File: src/rtl/sram_frame_arbiter.sv
// sram_frame_arbiter: owns the single-port frame-buffer SRAM.
// Arbitrates one pixel writer against one pixel reader and manages ping-pong
// selection between the two frame buffers at addr0/addr1. The reader is
// never pointed at a frame that is still being written.
// Build option: define SRAM_ARB_WR_PRIORITY_EN for fixed write priority;
// leave it undefined for round-robin arbitration.
module sram_frame_arbiter #(
    parameter int ADDR_WIDTH = 21,
    parameter int DATA_WIDTH = 16,
    parameter int RD_LATENCY = 2     // legal range 1..4
) (
    input  logic                  clk,
    input  logic                  reset,
    input  logic                  enable,
    input  logic [ADDR_WIDTH-1:0] addr0,
    input  logic [ADDR_WIDTH-1:0] addr1,
    input  logic                  wr_frame_start,
    input  logic                  wr_frame_end,
    input  logic                  wr_req,
    input  logic [ADDR_WIDTH-1:0] wr_offset,
    input  logic [DATA_WIDTH-1:0] wr_data,
    output logic                  wr_gnt,
    input  logic                  rd_frame_start,
    input  logic                  rd_req,
    input  logic [ADDR_WIDTH-1:0] rd_offset,
    output logic                  rd_gnt,
    output logic                  rd_dv,
    output logic [DATA_WIDTH-1:0] rd_data,
    output logic                  wr_buf_sel,
    output logic                  rd_buf_sel,
    output logic                  frame_drop,
    output logic                  frame_repeat,
    output logic [ADDR_WIDTH-1:0] sram_addr,
    output logic                  sram_ceb,
    output logic                  sram_web,
    output logic                  sram_oeb,
    output logic [DATA_WIDTH-1:0] sram_wdata,
    output logic                  sram_wdata_oe,
    input  logic [DATA_WIDTH-1:0] sram_rdata
);

    // Which requester won the most recent accepted transfer.
    typedef enum logic {
        LAST_RD = 1'b0,
        LAST_WR = 1'b1
    } rr_e;

    logic wr_xfer;
    logic rd_xfer;

    // Frame-buffer bookkeeping: the most recently completed frame and
    // whether the writer is currently inside a frame.
    logic done_valid;
    logic done_sel;
    logic wr_active;

    logic rd_sel_nxt;
    logic wr_sel_nxt;
    logic done_valid_nxt;
    logic done_sel_nxt;
    logic wr_active_nxt;
    logic drop_nxt;
    logic repeat_nxt;

    // One bit per read command still travelling through the SRAM.
    logic [RD_LATENCY-1:0] rd_vpipe;

`ifdef SRAM_ARB_WR_PRIORITY_EN
    // Fixed priority: the incoming stream always wins, reads take idle slots.
    always_comb begin
        // NOTE: every always_comb output gets a default first so that no path
        // leaves it unassigned; an unassigned path would infer a latch.
        wr_gnt = 1'b0;
        rd_gnt = 1'b0;
        if (enable && !reset) begin
            wr_gnt = wr_req;
            rd_gnt = rd_req && !wr_req;
        end
    end
`else
    rr_e rr_last;

    // Round-robin grant: on contention the side not served last wins.
    always_comb begin
        // NOTE: every always_comb output gets a default first so that no path
        // leaves it unassigned; an unassigned path would infer a latch.
        wr_gnt = 1'b0;
        rd_gnt = 1'b0;
        if (enable && !reset) begin
            if (wr_req && rd_req) begin
                wr_gnt = (rr_last == LAST_RD);
                rd_gnt = (rr_last == LAST_WR);
            end else begin
                wr_gnt = wr_req;
                rd_gnt = rd_req;
            end
        end
    end

    // Remember the winner of each accepted transfer for the next contention.
    always_ff @(posedge clk) begin
        // NOTE: sequential state uses non-blocking assignments so every
        // register samples pre-edge values regardless of statement order.
        if (reset) begin
            rr_last <= LAST_RD;
        end else if (wr_xfer) begin
            rr_last <= LAST_WR;
        end else if (rd_xfer) begin
            rr_last <= LAST_RD;
        end
    end
`endif

    assign wr_xfer = wr_req && wr_gnt;
    assign rd_xfer = rd_req && rd_gnt;

    // Buffer next-state: reader first, then writer end, then writer start.
    always_comb begin
        rd_sel_nxt     = rd_buf_sel;
        wr_sel_nxt     = wr_buf_sel;
        done_valid_nxt = done_valid;
        done_sel_nxt   = done_sel;
        wr_active_nxt  = wr_active;
        drop_nxt       = 1'b0;
        repeat_nxt     = 1'b0;
        if (enable) begin
            // The reader sees the done state as it was before this cycle.
            if (rd_frame_start) begin
                if (done_valid && !(wr_active && (done_sel == wr_buf_sel))) begin
                    rd_sel_nxt     = done_sel;
                    done_valid_nxt = 1'b0;
                end else begin
                    repeat_nxt = 1'b1;
                end
            end
            if (wr_frame_end) begin
                done_sel_nxt   = wr_buf_sel;
                done_valid_nxt = 1'b1;
                wr_active_nxt  = 1'b0;
            end
            // The writer always takes the buffer the reader is not using.
            if (wr_frame_start) begin
                wr_sel_nxt    = ~rd_sel_nxt;
                wr_active_nxt = 1'b1;
                if (done_valid_nxt && (done_sel_nxt == ~rd_sel_nxt)) begin
                    drop_nxt       = 1'b1;
                    done_valid_nxt = 1'b0;
                end
            end
        end
    end

    // Buffer state register and the one-cycle status pulses.
    always_ff @(posedge clk) begin
        if (reset) begin
            wr_buf_sel   <= 1'b1;
            rd_buf_sel   <= 1'b0;
            done_valid   <= 1'b0;
            done_sel     <= 1'b0;
            wr_active    <= 1'b0;
            frame_drop   <= 1'b0;
            frame_repeat <= 1'b0;
        end else begin
            wr_buf_sel   <= wr_sel_nxt;
            rd_buf_sel   <= rd_sel_nxt;
            done_valid   <= done_valid_nxt;
            done_sel     <= done_sel_nxt;
            wr_active    <= wr_active_nxt;
            frame_drop   <= drop_nxt;
            frame_repeat <= repeat_nxt;
        end
    end

    // SRAM pin register: issue the accepted command, otherwise go idle and
    // hold address and data so the pads do not toggle needlessly.
    always_ff @(posedge clk) begin
        if (reset) begin
            sram_addr     <= '0;
            sram_ceb      <= 1'b1;
            sram_web      <= 1'b1;
            sram_oeb      <= 1'b1;
            sram_wdata    <= '0;
            sram_wdata_oe <= 1'b0;
        end else if (wr_xfer) begin
            sram_addr     <= (wr_sel_nxt ? addr1 : addr0) + wr_offset;
            sram_ceb      <= 1'b0;
            sram_web      <= 1'b0;
            sram_oeb      <= 1'b1;
            sram_wdata    <= wr_data;
            sram_wdata_oe <= 1'b1;
        end else if (rd_xfer) begin
            sram_addr     <= (rd_sel_nxt ? addr1 : addr0) + rd_offset;
            sram_ceb      <= 1'b0;
            sram_web      <= 1'b1;
            sram_oeb      <= 1'b0;
            sram_wdata_oe <= 1'b0;
        end else begin
            sram_ceb      <= 1'b1;
            sram_web      <= 1'b1;
            sram_oeb      <= 1'b1;
            sram_wdata_oe <= 1'b0;
        end
    end

    // Read return: track each read through the SRAM latency, then capture.
    always_ff @(posedge clk) begin
        if (reset) begin
            rd_vpipe <= '0;
            rd_dv    <= 1'b0;
            rd_data  <= '0;
        end else begin
            rd_vpipe[0] <= rd_xfer;
            for (int i = 1; i < RD_LATENCY; i++) begin
                rd_vpipe[i] <= rd_vpipe[i-1];
            end
            rd_dv <= rd_vpipe[RD_LATENCY-1];
            if (rd_vpipe[RD_LATENCY-1]) begin
                rd_data <= sram_rdata;
            end
        end
    end

endmodule

File: config.mk
export PLATFORM = sky130hd
export DESIGN_NAME = sram_frame_arbiter
export DESIGN_NICKNAME = d
export VERILOG_FILES = /design/src/rtl/sram_frame_arbiter.sv
export SDC_FILE = /design/constraint.sdc
export NUM_CORES = 1
export LEC_CHECK = 0
export BUFFER_PORTS_ARGS = -buffer_cell sky130_fd_sc_hd__clkbuf_2
export CORE_ASPECT_RATIO = 0.7
export CORE_MARGIN = 4
export CORE_UTILIZATION = 40
export DETAILED_ROUTE_END_ITERATION = 8
export GPL_TIMING_DRIVEN = 0
export PLACE_DENSITY = 0.67
export SKIP_CTS_REPAIR_TIMING = 1
export SYNTH_ARGS = -nofsm -noshare
export SYNTH_HDL_FRONTEND = slang
export SYNTH_SLANG_ARGS = --single-unit
export TNS_END_PERCENT = 20
File: constraint.sdc
create_clock -name clk -period 5.05 [get_ports clk]
set_clock_uncertainty 0.05 [all_clocks]
set_input_delay 0.505 -clock clk [delete_from_list [all_inputs] [get_ports clk]]
set_output_delay 0.505 -clock clk [all_outputs]
set_load 0.03 [all_outputs]
---- Word level (Yosys, flattened, before mapping) ----
Index checks and enable logic that the tools add are counted.
word-level totals
  input port bits ......................... 124
  register bits ........................... 68
  logic and storage cells ................. 73
  output and inout bits ................... 64
cells by class
  equality and inequality tests ........... 2
  reduce and logical (&&, ||, !) cells .... 15
  add/subtract/negate cells ............... 2
  bitwise operators ....................... 5
  multiplexer cells ....................... 32
operators by type and width
  operator             count
  $mux W21             4
  $add A21 B21 Y21     2
  $mux W1              28
  $logic_and A1 B1 Y1  7
  $reduce_or A3 Y1     2
  $not A1 Y1           5
  $reduce_bool A2 Y1   2
  $eq A1 B1 Y1         2
  $logic_not A1 Y1     2
  $reduce_and A2 Y1    1
  $reduce_or A2 Y1     1

---- Depth between registers and ports, before layout ----
Gate-level depths: netlist (run 1).
  word-level depth ........................ 13
  gate-level depth with buffers ........... 18
  depth with buffers taken out ............ 16

---- Worst setup path before layout (run 1) ----
OpenSTA, ideal clock, no wires.
  path kind ............................... register to register
  start ................................... register rd_buf_sel
  end ..................................... register sram_addr[18]
  required time ........................... 4.878 ns
  cell stages (with the launch flop) ...... 18
  path slack .............................. 0.815 ns
  period minus slack after synthesis ...... 4.235 ns
  arrival time ............................ 4.063 ns
  path buffers ............................ 2
  setup time .............................. 0.122 ns
  cell sequence ........................... dfxtp_1 > buf_2 > nand4bb_1 > o211ai_1 > nor3_1 > clkbuf_1 > mux2_2 > ha_1 > inv_1 > fa_1 > nor2b_4 > o31ai_2 > a22oi_2 > a221o_1 > a211o_1 > nand2_1 > o221ai_1 > a221o_1
between the ends
  cells in the longest elaborated chain, start to end .. 9
  elaborated cells on any way between the ends .. 13
  those cells by class .................... 2 x add/sub; 10 x mux; 1 x bitwise
ends and longest elaborated chain
  item                    line  RTL
  from (decl)             30    output logic rd_buf_sel,
  from (signal assigned)  165   rd_buf_sel <= rd_sel_nxt;
  $mux W1                 129   if (done_valid && !(wr_active && (done_sel == wr_buf_sel))) begin
  $mux W1                 128   if (rd_frame_start) begin
  $mux W1                 126   if (enable) begin
  $not A1 Y1              143   wr_sel_nxt = ~rd_sel_nxt;
  $mux W1                 142   if (wr_frame_start) begin
  $mux W1                 126
  $mux W21                185   sram_addr <= (wr_sel_nxt ? addr1 : addr0) + wr_offset;
  $add A21 B21 Y21        185
  $mux W21 *              184   end else if (wr_xfer) begin
  to (signal assigned)    185
  to (signal assigned)    192   sram_addr <= (rd_sel_nxt ? addr1 : addr0) + rd_offset;
  to (decl)               33    output logic [ADDR_WIDTH-1:0] sram_addr,
Mark *: on every way between the ends. The rest lies on a longest branch, timed or not. The select of a mux whose other input is x is not followed.
A chain may end at the register's enable or synchronous reset.

---- Worst setup path after layout (run 1) ----
Ends and elaborated chain as after synthesis.

==> flow_summary.json, run 1 <==
{
  "drc": 0,
  "hp-class": "in -> reg",
  "fin_crit_sh": 0.9262,
  "syn2layout_area_growth_pct": 28.65,
  "cts_root_buf": "clkbuf_16",
  "synthArstFlopShare": 0,
  "antenna_found_initial": 0,
  "worstPathRequired_ns": 5.21,
  "peakVddDrop_uv": 174.1,
  "place_hpwl_mm": 13.15,
  "cp-end-kind": "flip-flop",
  "ant_nets": 0,
  "cts_made_buffers": 9,
  "synth_top_family_by_area": "compound AO/OA/AOI/OAI gates",
  "rsz0062_at_grt": "false",
  "crit_arrival_ns": 4.84,
  "yosysTopAreaCellShare": 0.2766,
  "finish.utilization": 0.5344,
  "finalHoldViolCount": 0,
  "die-width_um": 140.6,
  "htreeDepth": 3,
  "grt_pass1_wl_mm": 25.03,
  "place_ws_ns": -0.04871,
  "tightest_slew_ns": 0.8962,
  "yosysSeqAreaShare": 0.2766,
  "grt_pass1_vias": 4886,
  "io_buffers": 185,
  "pwr_density_cell_nw_per_um2": 280.8,
  "min_period_ns": 4.677,
  "synth_area_leaders": "dfxtp_1 28%, ha_1 10%, mux2_2 9.2%",
  "fin_nets": 938,
  "grt_max_degree": 14,
  "wl_per_cell_um": 17.29,
  "diodes": 0,
  "drt_pass1_iterations": 5,
  "syn_area_per_cell_um2": 8.560,
  "grt_remaining_overflow": 0,
  "dieArea_um2": 14170,
  "die_h_um": 100.8,
  "placed_cell_area_um2": 6045,
  "yosysMostFrequentCell": "dfxtp_1",
  "fmax_mhz": 213.8,
  "cap_violations": 0,
  "synth_mux_area_frac": 0.1281,
  "slew_headroom": 0.3979,
  "yosys_most_used_dff": "dfxtp_1",
  "yosysWarnings": 0,
  "status": "finished clean",
  "p_leak_nw": 2.943,
  "clock_path_buffers": 2,
  "synth_edf_count": 0,
  "cts_tree": "yes",
  "ys_top_cells_by_count": "68 x dfxtp_1, 66 x nand2_1, 43 x nor2_1",
  "design_area_um2": 6332,
  "drt-initial-drc-count": 338,
  "synth-compound-area-share": 0.2163,
  "synth_seq_cells": 68,
  "viasPerCell": 5.414,
  "fin_tns_setup_ns": 0,
  "start_util": 0.4154,
  "ios": 188,
  "yosys.area_share.adder": 0.1124,
  "clk_pin_slew_ns": 0.06,
  "yosys.area_share.simple": 0.1662,
  "path_class": "reg -> reg",
  "layout_setup_ws_ns": 0.3726,
  "r2r_setup_slack_ns": 0.37,
  "wirelength_mm": 16.13,
  "synth_xor_area_frac": 0.06228,
  "worst_setup_path_start_kind": "flip-flop",
  "syn_nets": 742,
  "gp_congestion": 0.9198,
  "synth_cell_types": 68,
  "drive_gt1_frac": 0.3415,
  "slew_viol_final": 0,
  "syn_inst": 575,
  "vias": 5051,
  "grt_use_total": 0.2206,
  "finalSetupViolCount": 0,
  "numClockSinks": 68,
  "synth_top_area_cell": "dfxtp_1",
  "critical_path.max_fanout": 10,
  "netlist_area_um2": 4922,
  "num_rows": 33,
  "clk_latency_ns": 0.32,
  "core-area_um2": 11850
}
## critical path: stages (launching register included)
cell and delay, ns:
dfxtp_1 0.32, buf_2 0.18, nand4bb_1 0.15, o211ai_1 0.09
nor3_1 0.53, clkbuf_1 0.69, mux2_2 0.43, ha_1 0.26
a2111oi_4 0.38, a22oi_2 0.16, a221o_1 0.45, a211o_1 0.33
nand2_1 0.08, o221ai_1 0.13, a221o_1 0.31
## kinds of logic after synthesis
logic type / after synthesis
multiplexers: 58
AO/OA/AOI/OAI: 156
flip-flops: 68
XOR/XNOR: 35
adder cells (fa/ha/maj): 43
buffers and inverters: 42
AND/OR/NAND/NOR: 173
## layout make-up
| type | instances | area [um2] |
|---|---|---|
| Inverter | 16 | 60.06 |
| Buffer | 26 | 128.9 |
| Sequential cell | 68 | 1361 |
| Clock inverter | 6 | 47.55 |
| Clock buffer | 10 | 239.0 |
| Fill cell | 1134 | 5518 |
| Timing Repair Buffer | 185 | 925.9 |
| Tap cell | 157 | 196.4 |
| Multi-Input combinational cell | 465 | 3373 |
## sequential cells by signal (all words and copies together), names as in the netlist
| register | flops |
|---|---|
| done_sel | 1 |
| done_valid | 1 |
| frame_drop | 1 |
| frame_repeat | 1 |
| rd_buf_sel | 1 |
| rd_data | 16 |
| rd_dv | 1 |
| rd_vpipe | 2 |
| rr_last | 1 |
| sram_addr | 21 |
| sram_ceb | 1 |
| sram_oeb | 1 |
| sram_wdata | 16 |
| sram_wdata_oe | 1 |
| sram_web | 1 |
| wr_active | 1 |
| wr_buf_sel | 1 |
## routing by layer
layer | track usage | vias to the layer above | part of all wire | wire, um
met2 | 0.3471 | 225 | 0.44 | 7049
li1 | - | 2486 | - | -
met1 | 0.3095 | 2324 | 0.47 | 7580
met3 | 0.05785 | 16 | 0.084 | 1354
met5 | 0 | - | 0 | 0
met4 | 0.03872 | 0 | 0.0093 | 150
## report_power, final
part / switching, W / internal, W
Combinational: 0.000341 / 0.000245
Clock: 0.000252 / 0.000348
Sequential: 0.0000212 / 0.000571
## cell usage in the layout, fill, tap and decap left out, types with 9 or more instances in the layout
| cell type | count |
|---|---|
| ha_1 | 41 |
| nor3_1 | 11 |
| nand2_1 | 66 |
| o21ai_0 | 38 |
| mux2i_1 | 18 |
| nor2_1 | 43 |
| clkbuf_2 | 186 |
| nand3_1 | 11 |
| mux2_2 | 40 |
| clkbuf_1 | 17 |
| inv_1 | 16 |
| clkbuf_16 | 9 |
| xor2_1 | 16 |
| dfxtp_1 | 68 |
| a211oi_1 | 9 |
| o211ai_1 | 9 |
| a21o_1 | 11 |
| a21oi_1 | 29 |
| xnor2_1 | 19 |
## stage by stage
step                instances  hold WS, ns  power [W]
CTS                       933       0.3140   0.001782
global route              933       0.3256   0.001872
detailed placement        917       0.3788   0.001179
finish                    933       0.3223   0.001778
floorplan                 575       0.3638  0.0009975
global placement          917       0.3812   0.001166
## final timing paths
check | from | to | cells after the start
min | wr_data[7] | sram_wdata[7] | 3
max reg2reg | rd_buf_sel | sram_addr[18] | 14
min reg2reg | rd_vpipe[0] | rd_vpipe[1] | 1
max | rd_buf_sel | sram_addr[18] | 14
No activity file was read; power rests on OpenSTA's default activity.
==> run 2: changes to the inputs <==
ABC_AREA = 1   (was not set)
PLACE_DENSITY = 0.66   (was 0.67)
==> run 2 against run 1 <==
  * Final cell count increased by 31%
  * Design area is 9.2% higher
  * Critical path depth is 8 higher
  * Largest power group is now combinational cells
  * Register-to-register slack improved by 1.0 ns
  * Count of clock-buffer cells in the layout is 1 lower
  * Critical endpoint is now sram_addr[20]
  * First-iteration DRC count rose by 42%
  * Sequential share of layout area down 1.8 points
  * Global-route usage is 2.0 points higher
  * Non-clock buffer count decreased by 1
==> flow_summary.json, run 2 <==
{
  "sequentialPowerShare": 0.293,
  "antenna_found_initial": 1,
  "wl_met2_mm": 7.566,
  "p_int_w": 0.001298,
  "start_util": 0.4106,
  "worst_setup_path_start_kind": "flip-flop",
  "slew_headroom": 0.5577,
  "grt_use_total": 0.2409,
  "wirelength_mm": 19.29,
  "ios": 188,
  "htreeDepth": 3,
  "finalNonFillerCells": 1218,
  "wl_per_cell_um": 15.83,
  "dieArea_um2": 15490,
  "yosysWarnings": 0,
  "gp_congestion": 0.9251,
  "syn2layout_area_growth_pct": 27.74,
  "synth_edf_count": 0,
  "power_frac_comb": 0.355,
  "synth_top_area_cell": "dfxtp_1",
  "regMostFlops": "sram_addr",
  "grt_max_degree": 13,
  "numClockSinks": 68,
  "topRoutingLayerUsed": "met5",
  "netlist_area_um2": 5413,
  "hold_depth": 3,
  "drt-initial-drc-count": 479,
  "die_h_um": 105.3,
  "peakVddDrop_uv": 181.5,
  "tightest_slew_ns": 0.6565,
  "ys_top_cells_by_count": "225 x nand2_1, 79 x nor2_1, 78 x o21ai_0",
  "vias": 6243,
  "die-width_um": 147.0,
  "placed_cell_area_um2": 6575,
  "synthArstFlopShare": 0,
  "crit_arrival_ns": 3.81,
  "cap_violations": 0,
  "grt_pass1_vias": 5634,
  "p_leak_nw": 3.643,
  "wl_met1_mm": 9.918,
  "power.total_w": 0.002028,
  "cp-end-kind": "flip-flop",
  "drc": 0,
  "largest_register_ff_count": 21,
  "place_hpwl_mm": 16.23,
  "num_rows": 35,
  "diodes": 0,
  "io_buffers": 186,
  "synth_area_leaders": "dfxtp_1 25%, nand2_1 16%, ha_1 9.5%",
  "syn_area_per_cell_um2": 6.506,
  "syn_inst": 832,
  "r2r_cells": 22,
  "grt_pass1_wl_mm": 29.77,
  "min_period_ns": 3.638,
  "critical_path.max_fanout": 10,
  "cts_tree": "yes",
  "pwr_density_cell_nw_per_um2": 293.3,
  "status": "finished clean",
  "finalHoldViolCount": 0,
  "finalSetupViolCount": 0,
  "fin_nets": 1196,
  "design_area_um2": 6914,
  "layout_common_cells": "225 x nand2_1, 186 x clkbuf_2, 79 x nor2_1, 78 x o21ai_0, 68 x dfxtp_1",
  "synth_seq_cells": 68,
  "largestRegisters": "sram_addr (21), rd_data (16), sram_wdata (16)",
  "clk_pin_slew_ns": 0.06,
  "fin_tns_setup_ns": 0,
  "drive_gt1_frac": 0.2488,
  "whs_ns": 0.3213,
  "core-area_um2": 13180,
  "fin_crit_sh": 0.7205,
  "final_common_cell": "nand2_1",
  "syn_nets": 999,
  "fmax_mhz": 274.8,
  "clk_latency_ns": 0.32,
  "drt_pass1_iterations": 5,
  "cts_root_buf": "clkbuf_16",
  "worstPathRequired_ns": 5.22,
  "fill_cells": 1387,
  "power_frac_clock": 0.351,
  "clock_path_buffers": 2,
  "viasPerCell": 5.126,
  "place_inst": 1203,
  "yosysSeqAreaShare": 0.2515,
  "wl_met3_mm": 1.699,
  "p_sw_w": 0.0007302,
  "hp-class": "in -> reg",
  "path_class": "reg -> reg",
  "grt_remaining_overflow": 0,
  "slew_viol_final": 0,
  "ant_nets": 0,
  "rsz0062_at_grt": "false",
  "yosysTopAreaCellShare": 0.2515,
  "yosysMostFrequentCell": "nand2_1",
  "p_sw_frac": 0.3601,
  "synth_cell_types": 49,
  "yosys_most_used_dff": "dfxtp_1",
  "cts_made_buffers": 9
}
-- run 2: cell type report --
cell class | count | area [um2] | share of cell area
clock inverter | 6 | 113.9 | 0.01647
sequential | 68 | 1361 | 0.1969
inverter | 74 | 281.5 | 0.04072
tap | 185 | 231.5 | 0.03348
buffer | 24 | 130.1 | 0.01882
timing repair buffer | 186 | 930.9 | 0.1346
clock buffer | 9 | 225.2 | 0.03257
multi-input combinational | 666 | 3640 | 0.5264
-- run 2: worst max-delay path, stage by stage (launching register included) --
cell	delay (ns)
dfxtp_1	0.41
inv_1	0.09
nand2_2	0.08
nand3_4	0.09
nand3_2	0.09
nand2_2	0.08
nand3_4	0.08
nand2_4	0.10
inv_2	0.14
buf_2	0.28
nand2_1	0.08
o21ai_1	0.12
ha_1	0.34
a21oi_1	0.34
o21ai_0	0.19
a21oi_1	0.23
nand3_1	0.25
inv_1	0.11
nand3_1	0.08
nand3_1	0.08
nand2_1	0.09
nand2_1	0.09
nand2_1	0.05
-- run 2: per-stage QoR --
stage | util | setup WS, ns
after floorplan | - | 2.013
after global placement | 0.4988 | 1.489
after detailed placement | 0.4988 | 1.448
after CTS | 0.5245 | 1.511
after global routing | 0.5245 | 1.154
final | 0.5245 | 1.412
-- run 2: final timing paths --
check,start,endpoint,slack [ns]
worst max-delay path,wr_buf_sel,sram_addr[20],1.41
worst min-delay path,wr_data[1],sram_wdata[1],0.32
worst max register to register,wr_buf_sel,sram_addr[20],1.41
worst min register to register,rd_vpipe[0],rd_vpipe[1],0.36
-- run 2: logic make-up (layout without fill, tap and decap cells) --
group / Yosys count / count (layout) / share of synthesized area
compound gates: 192 / 192 / 0.2011
fa+ha+maj: 43 / 43 / 0.1022
simple gates: 411 / 411 / 0.3368
flops: 68 / 68 / 0.2515
xor+xnor: 20 / 20 / 0.03236
buf+inv: 98 / 299 / 0.07605
-- run 2: routing by layer --
| metal | global-route usage | vias to the layer above |
|---|---|---|
| met4 | 0.04122 | 2 |
| met2 | 0.3303 | 205 |
| met3 | 0.06059 | 10 |
| met5 | 0 | - |
| met1 | 0.3777 | 2832 |
| li1 | - | 3194 |
-- run 2: power groups by stage --
stage	Combinational [W]	Sequential, W	Clock (W)
2_1_floorplan	0.000408	0.000668	0
6_report	0.000721	0.000595	0.000712
5_1_grt	0.000789	0.000598	0.000756
3_5_place_dp	0.000705	0.000605	0
3_3_place_gp	0.000708	0.000605	0
4_1_cts	0.000709	0.000594	0.000729
==> run 3: changes to the inputs <==
PLACE_DENSITY = 0.69   (was 0.66)
clock period = 3.3 ns   (was 5.05 ns; I/O delays follow)
==> run 3 against run 2 <==
  * Register-to-register slack got worse by 1.3 ns
  * Wire length increased by 3.1%
  * Die area unchanged
==> flow_summary.json, run 3 (synthesized netlist as in run 2, its figures left out) <==
{
  "slowest_delay_ns": 0.36,
  "peakVddDrop_uv": 321.9,
  "drive_gt1_frac": 0.3114,
  "p_leak_nw": 3.728,
  "ios": 188,
  "cp_top_family": "compound AO/OA/AOI/OAI gates",
  "dieArea_um2": 15490,
  "cp-end-kind": "flip-flop",
  "clk_latency_ns": 0.32,
  "cap_violations": 0,
  "grt_pass1_vias": 5716,
  "place_hpwl_mm": 16.57,
  "grt_pass1_wl_mm": 30.03,
  "critical_path.max_fanout": 10,
  "core-area_um2": 13180,
  "finish.utilization": 0.5509,
  "fin_crit_sh": 0.9792,
  "wirelength_mm": 19.89,
  "cts_root_buf": "clkbuf_16",
  "largest_register_ff_count": 21,
  "hold_depth": 3,
  "die-width_um": 147.0,
  "start_util": 0.4106,
  "drt-initial-drc-count": 435,
  "numClockSinks": 68,
  "clk_pin_slew_ns": 0.06,
  "slew_viol_final": 0,
  "fill_cells": 1340,
  "rsz0062_at_grt": "true",
  "path_buf_inv": 3,
  "num_rows": 35,
  "grt_max_degree": 13,
  "drc": 0,
  "r2r_cells": 16,
  "tightest_slew_ns": 0.5779,
  "die_h_um": 105.3,
  "pwr_density_cell_nw_per_um2": 421.7,
  "worst_setup_path_start_kind": "flip-flop",
  "place_ws_ns": -0.1741,
  "wl_per_cell_um": 16.11,
  "final_common_cell": "nand2_1",
  "slew_headroom": 0.6147,
  "largestRegisters": "sram_addr (21), rd_data (16), sram_wdata (16)",
  "grt_use_total": 0.2426,
  "cp_cell_sequence": "inv_2 -> nand2_2 -> nand3_4 -> nand4_4 -> nand3_4 -> nand2_8 -> clkbuf_4 -> o21ai_1 -> ha_1 -> a21oi_1 -> o21ai_2 -> a21oi_2 -> inv_1 -> o21ai_0 -> o21ai_0 -> a22o_1",
  "layout_common_cells": "223 x nand2_1, 187 x clkbuf_2, 75 x nor2_1, 66 x dfxtp_1, 64 x inv_1",
  "slowest_stage": "dfxtp_4",
  "status": "finished clean",
  "ant_nets": 0,
  "gp_congestion": 0.9559,
  "viasPerCell": 5.194,
  "worstPathRequired_ns": 3.46,
  "fmax_mhz": 309.5,
  "syn2layout_area_growth_pct": 34.17,
  "finalHoldViolCount": 0,
  "io_buffers": 186,
  "crit_arrival_ns": 3.39,
  "fin_tns_setup_ns": 0,
  "layout_setup_ws_ns": 0.06871,
  "clock_path_buffers": 2,
  "diodes": 0,
  "drt_pass1_iterations": 5,
  "finalSetupViolCount": 0,
  "r2r_setup_slack_ns": 0.07,
  "htreeDepth": 3,
  "regMostFlops": "sram_addr",
  "cts_made_buffers": 9,
  "crit_cells": 16,
  "fin_nets": 1212,
  "path_class": "reg -> reg",
  "cts_tree": "yes",
  "min_period_ns": 3.231,
  "antenna_found_initial": 0,
  "hp-class": "in -> reg",
  "vias": 6415,
  "grt_remaining_overflow": 0
}
run 3: layer usage:
layer | track usage | vias up | part of all wire
li1 | - | 3223 | -
met1 | 0.3737 | 2906 | 0.49
met2 | 0.3441 | 267 | 0.41
met3 | 0.05458 | 19 | 0.094
met4 | 0.04521 | 0 | 0.012
met5 | 0 | - | 0
run 3: final timing paths:
check,startpoint,end
setup / recovery,wr_buf_sel,sram_addr[6]
hold / removal,wr_data[7],sram_wdata[7]
setup reg to reg,wr_buf_sel,sram_addr[6]
hold reg to reg,rd_vpipe[0],rd_vpipe[1]
run 3: tightest hold or removal path, cell delays in order:
cell	delay, ns
clkbuf_2	0.07
nand2_1	0.04
nand2_1	0.05
run 3: through the flow:
step / total power [W] / hold slack [ns] / std cells / instance area [um2]
after floorplan: 0.001647 / 0.3383 / 832 / 5413
after CTS: 0.002955 / 0.1372 / 1219 / 6869
after detailed placement: 0.002008 / 0.3590 / 1203 / 6575
final: 0.003062 / 0.1417 / 1235 / 7262
after global placement: 0.002007 / 0.3404 / 1203 / 6575
after global routing: 0.003229 / 0.1577 / 1235 / 7262
run 3: final cells by class:
cell class	count	area [um2]	area share
multi-input cells	666	3887	0.5353
flip-flops and latches	68	1366	0.1881
repair buffers	202	1051	0.1447
inverters	74	287.8	0.03963
well taps	185	231.5	0.03187
clock buffers	10	229.0	0.03153
plain buffers	24	143.9	0.01981
clock inverters	6	65.06	0.008959
run 3: report_power, final:
part           leakage, nW  switching (W)  internal [W]
clock                0.142       0.000361      0.000585
sequential           0.556      0.0000336      0.000877
combinational         3.03       0.000777      0.000429
